--- src/rtl/imem_pkg.sv ---
`default_nettype none
// -----------------------------------------------------------------------------
// imem_pkg: shared types and constants for the instruction-memory arbiter
// Rev 1.0
// -----------------------------------------------------------------------------
package imem_pkg;

    localparam int IMEM_ADDR_W = 4;
    localparam int IMEM_DATA_W = 8;

    typedef enum logic [1:0] {
        IDLE  = 2'd0,
        FETCH = 2'd1,
        LOAD  = 2'd2
    } owner_e;

    // CPU opcodes, shared by the program loader and the CPU decoder
    localparam logic [7:0] OP_MOV = 8'h01;
    localparam logic [7:0] OP_ADD = 8'h02;
    localparam logic [7:0] OP_CMP = 8'h03;
    localparam logic [7:0] OP_JE  = 8'h04;
    localparam logic [7:0] OP_JNE = 8'h05;
    localparam logic [7:0] OP_HLT = 8'h06;

endpackage
`default_nettype wire

--- src/rtl/rr_pick2.sv ---
`default_nettype none
// -----------------------------------------------------------------------------
// rr_pick2: 2-way round-robin pick with a lock override favouring requester 1
// Rev 1.0
// -----------------------------------------------------------------------------
module rr_pick2 (
    input  logic req0,
    input  logic req1,
    input  logic last,
    input  logic lock1,
    output logic gnt0,
    output logic gnt1
);

    // last = 0 means requester 0 won most recently, so requester 1 wins a tie
    always_comb begin
        gnt1 = req1 & (~req0 | lock1 | ~last);
        gnt0 = req0 & ~gnt1;
    end

endmodule
`default_nettype wire

--- src/rtl/imem_arbiter.sv ---
`default_nettype none
// -----------------------------------------------------------------------------
// imem_arbiter: shares one synchronous instruction RAM between CPU fetch and
// a host loader, with round-robin arbitration and bounded loader lock bursts
// Rev 1.0
// -----------------------------------------------------------------------------
module imem_arbiter
    import imem_pkg::*;
#(
    parameter int ADDR_W    = IMEM_ADDR_W,
    parameter int DATA_W    = IMEM_DATA_W,
    parameter int MAX_BURST = 4
) (
    input  logic              clk,
    input  logic              reset_n,
    input  logic              f_req,
    input  logic [ADDR_W-1:0] f_addr,
    output logic              f_gnt,
    output logic              f_rvalid,
    output logic [DATA_W-1:0] f_rdata,
    output logic              cpu_stall,
    input  logic              l_req,
    input  logic              l_we,
    input  logic              l_lock,
    input  logic [ADDR_W-1:0] l_addr,
    input  logic [DATA_W-1:0] l_wdata,
    output logic              l_gnt,
    output logic              l_rvalid,
    output logic [DATA_W-1:0] l_rdata,
    output logic              mem_en,
    output logic              mem_we,
    output logic [ADDR_W-1:0] mem_addr,
    output logic [DATA_W-1:0] mem_wdata,
    input  logic [DATA_W-1:0] mem_rdata
);

    localparam logic [3:0] BURST_LIM = 4'(MAX_BURST);

    logic       last_q, last_d;
    owner_e     owner_q, owner_d;
    logic [3:0] burst_cnt_q, burst_cnt_d;
    logic [1:0] rd_tag_q, rd_tag_d;
    logic       lock_q, lock_d;
    logic       lock_ovr;

    // Loader keeps the RAM only if it owned it and asked to keep it last cycle
    assign lock_ovr = (owner_q == LOAD) && lock_q && (burst_cnt_q < BURST_LIM);

    rr_pick2 u_pick (
        .req0  (f_req),
        .req1  (l_req),
        .last  (last_q),
        .lock1 (lock_ovr),
        .gnt0  (f_gnt),
        .gnt1  (l_gnt)
    );

    always_comb begin
        mem_en    = f_gnt | l_gnt;
        mem_we    = l_gnt & l_we;
        mem_addr  = '0;
        mem_wdata = '0;
        if (f_gnt) begin
            mem_addr = f_addr;
        end else if (l_gnt) begin
            mem_addr  = l_addr;
            mem_wdata = l_wdata;
        end
        cpu_stall = f_req & ~f_gnt;
        f_rvalid  = rd_tag_q[1];
        l_rvalid  = rd_tag_q[0];
        f_rdata   = rd_tag_q[1] ? mem_rdata : '0;
        l_rdata   = rd_tag_q[0] ? mem_rdata : '0;
    end

    always_comb begin
        last_d  = last_q;
        owner_d = IDLE;
        if (f_gnt) begin
            last_d  = 1'b0;
            owner_d = FETCH;
        end else if (l_gnt) begin
            last_d  = 1'b1;
            owner_d = LOAD;
        end

        // Only a locked loader burst against a waiting fetch is counted
        if (f_gnt || !f_req || !l_lock) begin
            burst_cnt_d = 4'd0;
        end else if (l_gnt && (burst_cnt_q < BURST_LIM)) begin
            burst_cnt_d = burst_cnt_q + 4'd1;
        end else begin
            burst_cnt_d = burst_cnt_q;
        end

        rd_tag_d = {f_gnt, l_gnt & ~l_we};
        lock_d   = l_gnt & l_lock;
    end

    always_ff @(posedge clk or negedge reset_n) begin
        if (!reset_n) begin
            last_q      <= 1'b1;
            owner_q     <= IDLE;
            burst_cnt_q <= 4'd0;
            rd_tag_q    <= 2'b00;
            lock_q      <= 1'b0;
        end else begin
            last_q      <= last_d;
            owner_q     <= owner_d;
            burst_cnt_q <= burst_cnt_d;
            rd_tag_q    <= rd_tag_d;
            lock_q      <= lock_d;
        end
    end

endmodule
`default_nettype wire

--- config.mk ---
export PLATFORM = sky130hd
export DESIGN_NAME = imem_arbiter
export DESIGN_NICKNAME = d
export VERILOG_FILES = /design/src/rtl/imem_pkg.sv /design/src/rtl/rr_pick2.sv /design/src/rtl/imem_arbiter.sv
export SDC_FILE = /design/constraint.sdc
export NUM_CORES = 1
export LEC_CHECK = 0
export CORE_MARGIN = 3
export CORE_UTILIZATION = 29
export DETAILED_ROUTE_END_ITERATION = 10
export PLACE_DENSITY = 0.79
export SLEW_MARGIN = 10
export SYNTH_ARGS = -nofsm -noshare
export SYNTH_HDL_FRONTEND = slang
export SYNTH_SLANG_ARGS = --single-unit
--- constraint.sdc ---
create_clock -name clk -period 1.5 [get_ports clk]
set_input_delay 0.15 -clock clk [delete_from_list [all_inputs] [get_ports clk]]
set_output_delay 0.15 -clock clk [all_outputs]
set_load 0.005 [all_outputs]
[Yosys cells after proc, flatten, opt, wreduce, memory -nomap -nowiden]
Index checks and enable logic that the tools add are counted.
Word-level totals
  flip-flop bits (word level): 10
  bits of input ports: 30
Operators by class
  eq/ne operators: 1
  $add $sub $neg: 1
  bitwise logic cells: 14
  magnitude comparators: 1
  reduce and logical (&&, ||, !) cells: 9
  mux-type cells: 12
Operators with widths (count)
  2-to-1 mux 8 bit: 4
  2-to-1 mux 4 bit: 4
  bitwise AND 1 bit: 6
  inverter 1 bit: 5
  adder 4 x 1 -> 4 bit, second input constant: 1
  < comparator 4 x 3 -> 1 bit, second input constant: 1
  2-to-1 mux 2 bit: 2
  nonzero test 2 bit: 2
  logical AND 1 bit: 3
  bitwise OR 1 bit: 3
  == test 2 bit, second input constant: 1
  zero test 1 bit: 2
  logical OR 1 bit: 2
  2-to-1 mux 1 bit: 2

[Logic depth before layout (Yosys ltp)]
Gate-level depths: netlist of the first run.
  depth in word-level cells: 11
  depth in mapped cells: 4
  gate-level depth less buffers: 3

[Hierarchy]
From an unflattened synthesis of the first run, not the netlist that was laid out.
Unflattened totals
  cells, all modules: 64
  area total of the unflattened synthesis: 626.9 um^2
Modules (own cells, without submodules)
  imem_arbiter: cells each 60, times used 1, area each 596.8 um^2
  rr_pick2: cells each 4, times used 1, area each 30.0 um^2

[Worst setup path after synthesis of the first run]
OpenSTA, ideal clock, no wires.
  path kind: reg-to-output
  start point: register burst_cnt_q[2]
  end point: output port mem_wdata[0]
  arrival time: 1.158 ns
  data required time: 1.350 ns
  cell stages (with the launch flop): 5
  setup slack: 0.192 ns
  path through: dfrtp_1 and4bb_4 a22o_4 buf_6 and2_4
Between the ends
  word-level cells in the longest chain between the ends: 8
RTL lines
  from (decl): RTL line imem_arbiter.sv:41  | logic [3:0] burst_cnt_q, burst_cnt_d;
  from (signal assigned): RTL line imem_arbiter.sv:110  | burst_cnt_q <= burst_cnt_d;
  < comparator 4 x 3 -> 1 bit (*): RTL line imem_arbiter.sv:47  | assign lock_ovr = (owner_q == LOAD) && lock_q && (burst_cnt_q < BURST_LIM);
  logical AND 1 bit (*): RTL line imem_arbiter.sv:47
  bitwise OR 1 bit (*) (2 in a row): RTL line rr_pick2.sv:17  | gnt1 = req1 & (~req0 | lock1 | ~last);
  bitwise AND 1 bit (*): RTL line rr_pick2.sv:17
  named net l_gnt: RTL line imem_arbiter.sv:27  | output logic l_gnt,
  inverter 1 bit: RTL line rr_pick2.sv:18  | gnt0 = req0 & ~gnt1;
  bitwise AND 1 bit: RTL line rr_pick2.sv:18
  2-to-1 mux 8 bit (*): RTL line imem_arbiter.sv:63  | if (f_gnt) begin
  to (decl): RTL line imem_arbiter.sv:33  | output logic [DATA_W-1:0] mem_wdata,
Mark *: on every way through the listed nets, which the timed path passes. The rest lies on a longest branch.

[Final worst setup path of the first run]
  start point: register burst_cnt_q[3]
  end point: output port mem_addr[3]
Between the ends
  word-level cells in the longest chain between the ends: 8
RTL lines
  < comparator 4 x 3 -> 1 bit (*): RTL line imem_arbiter.sv:47
  logical AND 1 bit (*): RTL line imem_arbiter.sv:47
  bitwise OR 1 bit (*) (2 in a row): RTL line rr_pick2.sv:17
  bitwise AND 1 bit (*): RTL line rr_pick2.sv:17
  inverter 1 bit: RTL line rr_pick2.sv:18
  bitwise AND 1 bit: RTL line rr_pick2.sv:18
  2-to-1 mux 4 bit (*): RTL line imem_arbiter.sv:63
  to (decl): RTL line imem_arbiter.sv:32  | output logic [ADDR_W-1:0] mem_addr,
Every way passes the cells marked *; elsewhere a longest branch is shown, timed or not.

==> impl_metrics.tcl, run 1 <==
set metrics [dict create \
    status "finished with violations" \
    violations "setup timing" \
    dr.first_iter.drc_count 1 \
    die_area_sq_um 2890 \
    fin_nets 196 \
    busiest_layer "met2" \
    maxCapViolations 0 \
    worst_slack_ns -0.295 \
    ioPinCount 65 \
    cts_buffers 3 \
    slew_headroom 0.732 \
    antenna_found_initial 0 \
    grt_pass1_vias 962 \
    netlist_instances 66 \
    ant_nets 0 \
    synth_edf_count 0 \
    seq_area_sq_um 229 \
    final.min_clock_period_ns 1.79 \
    synth_top_family_by_area "simple AND/OR/NAND/NOR gates" \
    dr.pass1.iters 2 \
    cp_slowest_stage_delay_ns 0.35 \
    hold_path.class "in2async" \
    multiInputGateArea_sq_um 467 \
    use_met1 0.212 \
    cp.arrival_ns 1.64 \
    clock-root-buffer "clkbuf_4" \
    nFillCells 113 \
    clk_pin_slew_ns 0.06 \
    dp.cells 166 \
    required_ns 1.35 \
    drv_slew 0 \
    fin_tns_setup_ns -3.13 \
    grt_first_pass_wirelength_um 4350 \
    irDropWorstVdd_mv 0.420 \
    ys_types 24 \
    start_kind "flip-flop" \
    clock_skew_ns 0.00316 \
    antenna_cells 0 \
    worst-path-buf-inv 2 \
    overflow 0 \
    dp_hpwl_um 1710 \
    die_x_um 53.8 \
    clock_latency_ns 0.26 \
    rsz0062_at_grt "yes" \
    reg2reg_from "last_q" \
    path_class "reg2out" \
    synth_area_leader_cell "dfrtp_1" \
    cts_tree "built" \
    worst_slew_pin_slew_ns 0.401 \
    drt-total-wl_um 2800 \
    grt.total_usage 0.211 \
    fin_crit_sh 1.20 \
    hold_viol 0 \
    synth_compound_gate_area_share 0.163 \
    use_met2 0.373 \
    synth-seq-cells 9 \
    cp-end-kind "output port" \
    path_cells "and4bb_4 -> a22o_4 -> buf_6 -> a22o_4 -> buf_6" \
    fmax_mhz 557 \
    pwr_density_cell_nw_per_um2 592 \
    cts.sinks 9 \
    place_ws_ns -0.511 \
    vias_per_cell 4.73 \
    synth.top_cells.by_count "and2_1, and2_4, dfrtp_1, nor3_1" \
    syn_to_final_growth_pct 154 \
    synth-main-ff-cell "dfrtp_1" \
    gp_congestion 0.633 \
    clk_path_buf_depth 2 \
    synth.area.mux_share 0.0151 \
    synth-simple-area-share 0.414 \
    rows 16 \
    yosys_warnings 0 \
    routedWlPerCell_um 14.7 \
    post_synth_xor_area_fraction 0.0132 \
    crit_path_start "burst_cnt_q[3]" \
    portBuffers 64 \
    synth_fp_nets 97 \
    syn_avg_cell_area_sq_um 10.0 \
    initial_utilization 0.321 \
    drcViolationCount 0 \
    synthAdderAreaFrac 0.0189 \
    critPathMaxFanout 5 \
    post-synth-top-count-cell "and2_1" \
    syn_area_sq_um 662 \
    core_area_sq_um 2060 \
    synth.area.top_cells "dfrtp_1, and2_1, and2_4" \
    synth-async-reset-ratio 1.00 \
    setup_viol_count_final 16 \
    htree_levels 1 \
    die_h_um 53.8 \
    num_vias 903 \
    p_leak_nw 0.949 \
    ys_seq_area_frac 0.342 \
    grt_util_met3 0.0859 \
    drive_gt1_frac 0.439 \
    grt_max_degree 10 \
    hold_ws_ns 0.180 \
    critical_path.top_delay_family "compound AO/OA/AOI/OAI gates" \
    fin_cells 191 \
    slowest_stage "dfrtp_1" \
    synth_top_area_share 0.302 \
]
==> sequential cells by signal (all words and copies together), names as in the netlist <==
signal,flops
rd_tag_q,1
owner_q,2
burst_cnt_q,4
last_q,1
lock_q,1
==> worst reg2reg max path, stage by stage (launching register included) <==
cell	delay, ns
dfstp_2	0.58
nand2_4	0.07
a22o_4	0.25
buf_6	0.12
buf_6	0.10
buf_6	0.10
and2_4	0.14
==> logic make-up after synthesis <==
group | Yosys count
and+or+nand+nor | 40
adders and majority gates | 1
muxes | 1
DFF | 9
xor gates and xnor gates | 1
AOI/OAI and AO/OA | 10
buffers and inverters | 4
==> path summary, 6_finish.rpt <==
check                      slack (ns)             end  depth (start not counted)
setup / recovery                -0.29     mem_addr[3]                          5
hold / removal                   0.18  burst_cnt_q[2]                          1
setup reg to reg                 0.04          lock_q                          6
hold reg to reg                  0.57  burst_cnt_q[0]                          2
max in group asynchronous        1.00          last_q                          1
min in group clk                 0.36      owner_q[1]                          2
==> cell type report <==
type                       instances  share of cell area
inverter                           3             0.00669
tap                               27              0.0201
timing repair buffer              94               0.544
multi-input combinational         54               0.277
clock buffer                       4              0.0156
sequential                         9               0.136
==> layout by cell type, fill, tap and decap left out, types with 2 or more instances in the layout <==
master and n:
a22o_1 2, nor2_1 2, dlygate4sd2_1 5, clkbuf_4 3, and2_4 10, nor2b_1 2, dfrtp_2 2, and2_1 16
dfrtp_1 6, buf_4 20, dlymetal6s2s_1 10, buf_6 21, a22o_4 5, clkdlybuf4s15_1 6, inv_1 3, nor3_1 4
clkdlybuf4s50_1 28, buf_2 4
==> report_power, final <==
| group | leakage (nW) | switching (mW) | internal (mW) |
|---|---|---|---|
| Clock | 0.0150 | 0.0865 | 0.103 |
| Combinational | 0.820 | 0.177 | 0.351 |
| Sequential | 0.114 | 0.0155 | 0.263 |
==> through the flow <==
step / power (mW) / instance area [sq um] / utilization
after floorplan: 0.420 / 662 / -
after global placement: 0.676 / 1400 / 0.679
after detailed placement: 0.686 / 1400 / 0.679
after CTS: 0.965 / 1590 / 0.772
after global routing: 1.05 / 1680 / 0.816
final: 0.996 / 1680 / 0.816
==> per-layer routing <==
metal  up-vias  routed length (um)  share of wire
li1        422                   -              -
met1       419                 976           0.35
met2        60                1410           0.50
met3         2                 390           0.14
met4         0                  20         0.0071
met5         -                   0              0
==> repair_timing <==
| item | 4_1_cts | 5_1_grt |
|---|---|---|
| hold buffers | 0 | 0 |
| setup buffers | 14 | 6 |
| endpoints found under the setup margin | 33 | 27 |
| pin swaps | 15 | 4 |
| gates cloned | 2 | 0 |
| resized for setup | 101 | 22 |
No activity file was read; power rests on OpenSTA's default activity.
==> inputs of run 2 (changes only) <==
--- a/config.mk
+++ b/config.mk
@@ -5,11 +5,11 @@
 export SDC_FILE = /design/constraint.sdc
 export NUM_CORES = 1
 export LEC_CHECK = 0
+export CAP_MARGIN = 20
 export CORE_MARGIN = 3
 export CORE_UTILIZATION = 29
 export DETAILED_ROUTE_END_ITERATION = 10
 export PLACE_DENSITY = 0.79
-export SLEW_MARGIN = 10
 export SYNTH_ARGS = -nofsm -noshare
 export SYNTH_HDL_FRONTEND = slang
 export SYNTH_SLANG_ARGS = --single-unit
==> results of run 2 <==
Same layout as run 1: the final DEF is identical, and so are final timing and power.
==> inputs of run 3 (changes only) <==
--- a/config.mk
+++ b/config.mk
@@ -13,3 +13,4 @@
 export SYNTH_ARGS = -nofsm -noshare
 export SYNTH_HDL_FRONTEND = slang
 export SYNTH_SLANG_ARGS = --single-unit
+export TNS_END_PERCENT = 5
==> run 3 against run 2 <==
  * The run still ends with setup timing left
  * Largest cell class unchanged
  * Power is 5.5% lower
  * Critical path type unchanged
  * Design area is 5.8% lower
  * Combinational power is 11% lower
  * Largest power group unchanged
  * Maximum frequency is 1.1% higher
==> impl_metrics.tcl, run 3 (synthesis gave the netlist of run 1 again) <==
set metrics [dict create \
    status "finished with violations" \
    violations "setup timing" \
    p_leak_nw 0.889 \
    maxCapViolations 0 \
    start_kind "flip-flop" \
    hold_ws_ns 0.173 \
    clock_latency_ns 0.26 \
    largest_reg_flops 4 \
    antenna_cells 0 \
    layout_common_cells "clkdlybuf4s50_1, buf_4, and2_1" \
    critPathMaxFanout 5 \
    cts_tree "built" \
    worst_slack_ns -0.275 \
    gp_congestion 0.633 \
    path_class "reg2out" \
    clk_path_buf_depth 2 \
    cts_buffers 3 \
    die_x_um 53.8 \
    top_regs "burst_cnt_q: 4 flops, owner_q: 2 flops" \
    switchingPower_mw 0.261 \
    power_frac_seq 0.298 \
    irDropWorstVdd_mv 0.382 \
    fmax_mhz 563 \
    fin_crit_sh 1.18 \
    die_area_sq_um 2890 \
    drv_slew 0 \
    dp_hpwl_um 1710 \
    pwr_density_cell_nw_per_um2 594 \
    fin_nets 189 \
    worst_slew_pin_slew_ns 0.391 \
    clock-root-buffer "clkbuf_4" \
    pwr-share-comb 0.502 \
    ant_nets 0 \
    grt_pass1_vias 929 \
    portBuffers 64 \
    dr.pass1.iters 2 \
    clk_pin_slew_ns 0.06 \
    hold_path.class "in2async" \
    cp.arrival_ns 1.63 \
    cts.sinks 9 \
    fin_cells 184 \
    internal_power_mw 0.681 \
    num_vias 871 \
    drt-total-wl_um 2430 \
    antenna_found_initial 0 \
    drive_gt1_frac 0.395 \
    rows 16 \
    initial_utilization 0.321 \
    htree_levels 1 \
    setup_viol_count_final 16 \
    overflow 0 \
    drcViolationCount 0 \
    die_h_um 53.8 \
    clkPwrFrac 0.201 \
    core_area_sq_um 2060 \
    regMostFlops "burst_cnt_q" \
    hold_viol 0 \
    routedWlPerCell_um 13.2 \
    grt.total_usage 0.188 \
    final_common_cell "clkdlybuf4s50_1" \
    vias_per_cell 4.73 \
    slew_headroom 0.738 \
    grt_first_pass_wirelength_um 3970 \
    clock_skew_ns 0.00522 \
    fin_tns_setup_ns -2.95 \
    rsz0062_at_grt "yes" \
    dr.first_iter.drc_count 5 \
    ioPinCount 65 \
    required_ns 1.35 \
    final.min_clock_period_ns 1.78 \
    p_sw_frac 0.277 \
    grt_max_degree 11 \
    syn_to_final_growth_pct 140 \
    dp.cells 166 \
    cp-end-kind "output port" \
]
[run 3: routing by layer]
layer,global-route usage,vias to the layer above,wire (um)
met1,0.205,391,903
met3,0.0693,7,373
met2,0.313,65,1090
li1,-,408,-
met4,0.106,0,61
met5,0,-,0
[run 3: per-stage QoR]
step | util | setup WS, ns | area [sq um] | power (mW)
after global placement | 0.679 | -0.467 | 1400 | 0.676
after CTS | 0.749 | -0.282 | 1550 | 0.940
after floorplan | - | 0.192 | 662 | 0.420
final | 0.769 | -0.275 | 1590 | 0.941
after detailed placement | 0.679 | -0.511 | 1400 | 0.686
after global routing | 0.769 | -0.318 | 1590 | 1.00
[run 3: power by group through the flow]
stage | sequential [mW] | clock [mW] | combinational (mW)
2_1_floorplan | 0.282 | 0 | 0.139
3_3_place_gp | 0.279 | 0 | 0.397
3_5_place_dp | 0.280 | 0 | 0.405
4_1_cts | 0.278 | 0.194 | 0.468
5_1_grt | 0.282 | 0.210 | 0.508
6_report | 0.280 | 0.189 | 0.472
[run 3: worst paths after layout]
| path | end | start | slack (ns) | cells after the start |
|---|---|---|---|---|
| hold / removal | burst_cnt_q[2] | reset_n | 0.17 | 1 |
| max in group asynchronous | last_q | reset_n | 1.01 | 1 |
| hold reg to reg | burst_cnt_q[0] | burst_cnt_q[0] | 0.57 | 2 |
| setup reg to reg | lock_q | last_q | 0.03 | 6 |
| min in group clk | owner_q[1] | l_req | 0.36 | 2 |
| setup / recovery | mem_addr[1] | burst_cnt_q[3] | -0.28 | 5 |
[run 3: worst max-delay path, cell delays in order (launching register included)]
cell	delay, ns
dfrtp_1	0.35
and4bb_4	0.27
a22o_4	0.29
buf_6	0.12
a22o_4	0.23
buf_6	0.11
[run 3: what timing repair did]
item	in CTS	in global routing
setup buffers	11	2
gates cloned	1	0
pin swaps	13	7
endpoints found under the setup margin	33	27
gates resized for setup	91	9
hold buffers	0	0
[run 3: cell type report]
class / instances / area [sq um]
sequential: 9 / 228
clock buffer: 4 / 26.3
multi-input combinational: 54 / 460
fill: 142 / 477
timing repair buffer: 87 / 826
tap: 27 / 33.8
inverter: 3 / 11.3
==> RTL edit 1, RTL diff (settings of run 1) <==
Encoding of `owner_e`: now one-hot (3 bits for 3 values).
--- a/src/rtl/imem_pkg.sv
+++ b/src/rtl/imem_pkg.sv
@@ -10,6 +10,6 @@
 
-    typedef enum logic [1:0] {
-        IDLE  = 2'd0,
-        FETCH = 2'd1,
-        LOAD  = 2'd2
+    typedef enum logic [2:0] {
+        IDLE  = 3'b001,
+        FETCH = 3'b010,
+        LOAD  = 3'b100
     } owner_e;
Function: same outputs for any inputs over 10 cycles, from zero or initial values and one cycle with reset_n low; not proved beyond that.
==> RTL edit 1 against run 1 <==
- the flow still finishes with violations (setup timing)
- die area is 0.34% higher
- cell area decreased by 7.4%
- critical path depth increased by 1
- setup slack worse by 0.063 ns
- routed wire length is 9.4% lower
- power fell by 8.8%
- non-clock buffer count down 11
- first-iteration DRC count rose to 8.0 times the old value
- area after synthesis increased by 0.38%
- sequential cell count up 1
- cell count fell by 6.8%
- worst hold slack gained 0.017 ns
- count of clock-buffer cells in the layout is 1 lower
==> RTL edit 1: results (changes against run 1) <==
- Status: finished with violations
- Failing checks: setup timing
- FF+latch count: 10 (+1)
- Placed Area: 1400 sq um (+0.18%)
- GRT Total Usage: 0.170 (-0.0407)
- Endpoints failing setup: 17 (+1)
- Multi-input logic area: 420 sq um (-9.9%)
- Largest net degree at the start of global routing: 11 (+1)
- Seq power: 304 uW (+9.0%)
- Pwr per Cell Area: 582 nW/um^2 (-1.6%)
- Buffering overhead: 0.522 (-0.0226)
- DRT Wirelength: 2540 um (-9.4%)
- # nets final: 184 (-6.1%)
- Yosys cell types: 23 (-4.2%)
- Non-clk invs: 4 (+1)
- Compound-cell area share of the yosys netlist: 0.164 (+0.00127)
- Place WS: -0.772 ns (-0.261 ns)
- TNS Setup: -5.07 ns (-1.94 ns)
- VDD IR max: 0.516 mV (+23%)
- R2r setup slk: 0 ns (-0.04 ns)
- Synthesized area per cell: 10.1 sq um (+0.38%)
- Vias per cell: 4.72 (-0.18%)
- Final WS setup: -0.358 ns (-0.0632 ns)
- DR iter-0 viols: 8 (+7)
- Vias in the first global route: 839 (-13%)
- Tightest Pin Transition: 0.444 ns (+0.0435 ns)
- Clock skew: 0.00289 ns (-0.000266 ns)
- Sequential cell area share: 0.163 (+0.0269)
[RTL edit 1: per-layer routing]
layer | GRT usage | routed length, um
met5 | 0 | 0
met4 | 0.0766 | 35
met3 | 0.0332 | 283
met2 | 0.333 | 1260
met1 | 0.168 | 963
[RTL edit 1: worst max-delay path: stages, from the launching register on]
cell and delay [ns]:
dfrtp_1 0.40, or3b_4 0.44, o21ai_4 0.16, buf_6 0.12
buf_6 0.10, a22o_1 0.12, buf_2 0.10
[RTL edit 1: how the worst max path moves through the flow]
stage,start,endpoint,slack (ns),cells after the start
after detailed placement,l_req,mem_addr[1],-0.77,5
after global routing,burst_cnt_q[2],mem_addr[2],-0.41,6
after global placement,l_req,mem_addr[2],-0.70,5
after floorplan,burst_cnt_q[2],mem_wdata[0],0.09,4
after CTS,burst_cnt_q[2],mem_wdata[0],-0.40,7
final,burst_cnt_q[2],mem_addr[0],-0.36,6
==> RTL edit 2, RTL diff (config.mk and constraints of run 1) <==
Made on the original files. `IMEM_DATA_W`: 8 -> 6.
--- a/src/rtl/imem_pkg.sv
+++ b/src/rtl/imem_pkg.sv
@@ -8,3 +8,3 @@
     localparam int IMEM_ADDR_W = 4;
-    localparam int IMEM_DATA_W = 8;
+    localparam int IMEM_DATA_W = 6;
 
Interface: changed (5 resized); port bits go from 65 to 55. No check against the original RTL was run, so the function may have changed too.
==> RTL edit 2 against run 1 <==
- the run still ends with setup timing left
- routed wire length decreased by 19%
- via count shrank 17%
- global-route usage shrank 2.8 points
- sequential cell count did not move
- count of clock-buffer cells in the layout stayed put
- area after synthesis is 12% lower
- register-to-register slack gained 0.09 ns
- first-iteration DRC count grew to 5.0 times the old value
- power is 19% lower
- cell area down 21%
- core utilization fell by 7.7 points
- setup slack worse by 0.023 ns
==> RTL edit 2: results (changes against run 1) <==
- Status: finished with violations
- Failing checks: setup timing
- Top cells by area, synth: dfrtp_1, and2_1, a22o_1
- Slew margin rel.: 0.738 (+0.00626)
- Yosys Warn Count: 0 (unchanged)
- Via count: 751 (-17%)
- Worst EP arrival: 1.67 ns (+0.03 ns)
- Final WS setup: -0.318 ns (-0.0235 ns)
- Crit path max-delay family: buffers and inverters
- Post-DP HPWL: 1650 um (-3.5%)
- Sequential fraction of the synthesis area: 0.391 (+0.0488)
- VDD IR max: 0.422 mV (+0.53%)
- Port bufs: 54 (-16%)
- Post-synthesis cell count: 58 (-12%)
- Layout cells sized above 1: 0.375 (-0.0640)
- Place WS: -0.526 ns (-0.0148 ns)
- DRT Wirelength: 2260 um (-19%)
- Slowest stage delay, CP: 0.37 ns (+0.02 ns)
- Worst reg2reg path startpoint: owner_q[0]
- First-pass GRT wire length: 3490 um (-20%)
- TNS Setup: -2.59 ns (+0.539 ns)
- Post-Syn Nets: 85 (-12%)
- Crit-path max FO: 4 (-1)
- First drt pass iteration count: 4 (+2)
- R2R depth: 5 (-1)
- Number of fillers in the final layout: 135 (+19%)
- Hold_ws: 0.181 ns (+0.00126 ns)
- Reg2reg end: burst_cnt_q[1]
- R2r setup slk: 0.13 ns (+0.09 ns)
- # nets final: 164 (-16%)
- Placed Cells incl. Taps: 146 (-12%)
- GP Congestion: 0.821 (+30%)
- Clk network pwr share: 0.226 (+0.036)
- Most frequent cells after synthesis: and2_1, dfrtp_1, nor3_1
- Clock skew: 0.00263 ns (-0.000532 ns)
- Power Internal: 591 uW (-18%)
- Leakage: 0.715 nW (-25%)
- Comb pwr: 349 uW (-34%)
- Wirelength per Cell: 14.1 um (-4.0%)
- Placed Area: 1210 sq um (-13%)
- Endpoints failing setup: 14 (-2)
- Final Cell Area: 1330 sq um (-21%)
- Yosys cell types: 22 (-8.3%)
- Overall Power: 805 uW (-19%)
- GRT Total Usage: 0.183 (-0.0279)
-- RTL edit 2: cell count changes after synthesis, moves of 2 or more --
| cell | change |
|---|---|
| and2_4 | -9 |
| and2_1 | +3 |
| a22o_1 | +2 |
| a31o_2 | +2 |
| a22o_2 | -3 |
| nor2_1 | -2 |
-- RTL edit 2: logic make-up after synthesis --
| logic type | count (synthesis) | share of synthesized area |
|---|---|---|
| AOI/OAI and AO/OA | 11 | 0.186 |
| adders and majority gates | 1 | 0.0216 |
| and+or+nand+nor | 31 | 0.330 |
| DFF | 9 | 0.391 |
| xor gates and xnor gates | 1 | 0.0151 |
| buffers and inverters | 4 | 0.0389 |
| muxes | 1 | 0.0173 |
-- RTL edit 2: worst max path at each step --
| stage | start | to | slack, ns |
|---|---|---|---|
| 4_1_cts | owner_q[0] | mem_addr[3] | -0.33 |
| 5_1_grt | owner_q[0] | mem_addr[3] | -0.38 |
| 3_3_place_gp | l_req | mem_wdata[3] | -0.48 |
| 3_5_place_dp | l_req | mem_wdata[3] | -0.53 |
| 2_1_floorplan | owner_q[0] | mem_addr[0] | 0.14 |
| 6_report | owner_q[0] | mem_addr[3] | -0.32 |
-- RTL edit 2: cell type report --
cell class              instances  area share
inverters                       3     0.00845
repair buffers                 74       0.491
flip-flops and latches          9       0.170
multi-input cells              46       0.287
well taps                      25      0.0235
clock buffers                   4      0.0197
-- RTL edit 2: timing repair --
item | CTS | global route
resized for setup | 75 | 11
setup buffers | 8 | 3
hold buffers | 0 | 0
pin swaps | 17 | 6
setup endpoints to repair | 21 | 21
cloned | 1 | 0
-- RTL edit 2: layer usage --
layer  track usage  routed length (um)
met1         0.169                 803
met2         0.367                1220
met3        0.0504                 199
met4        0.0717                  46
met5             0                   0
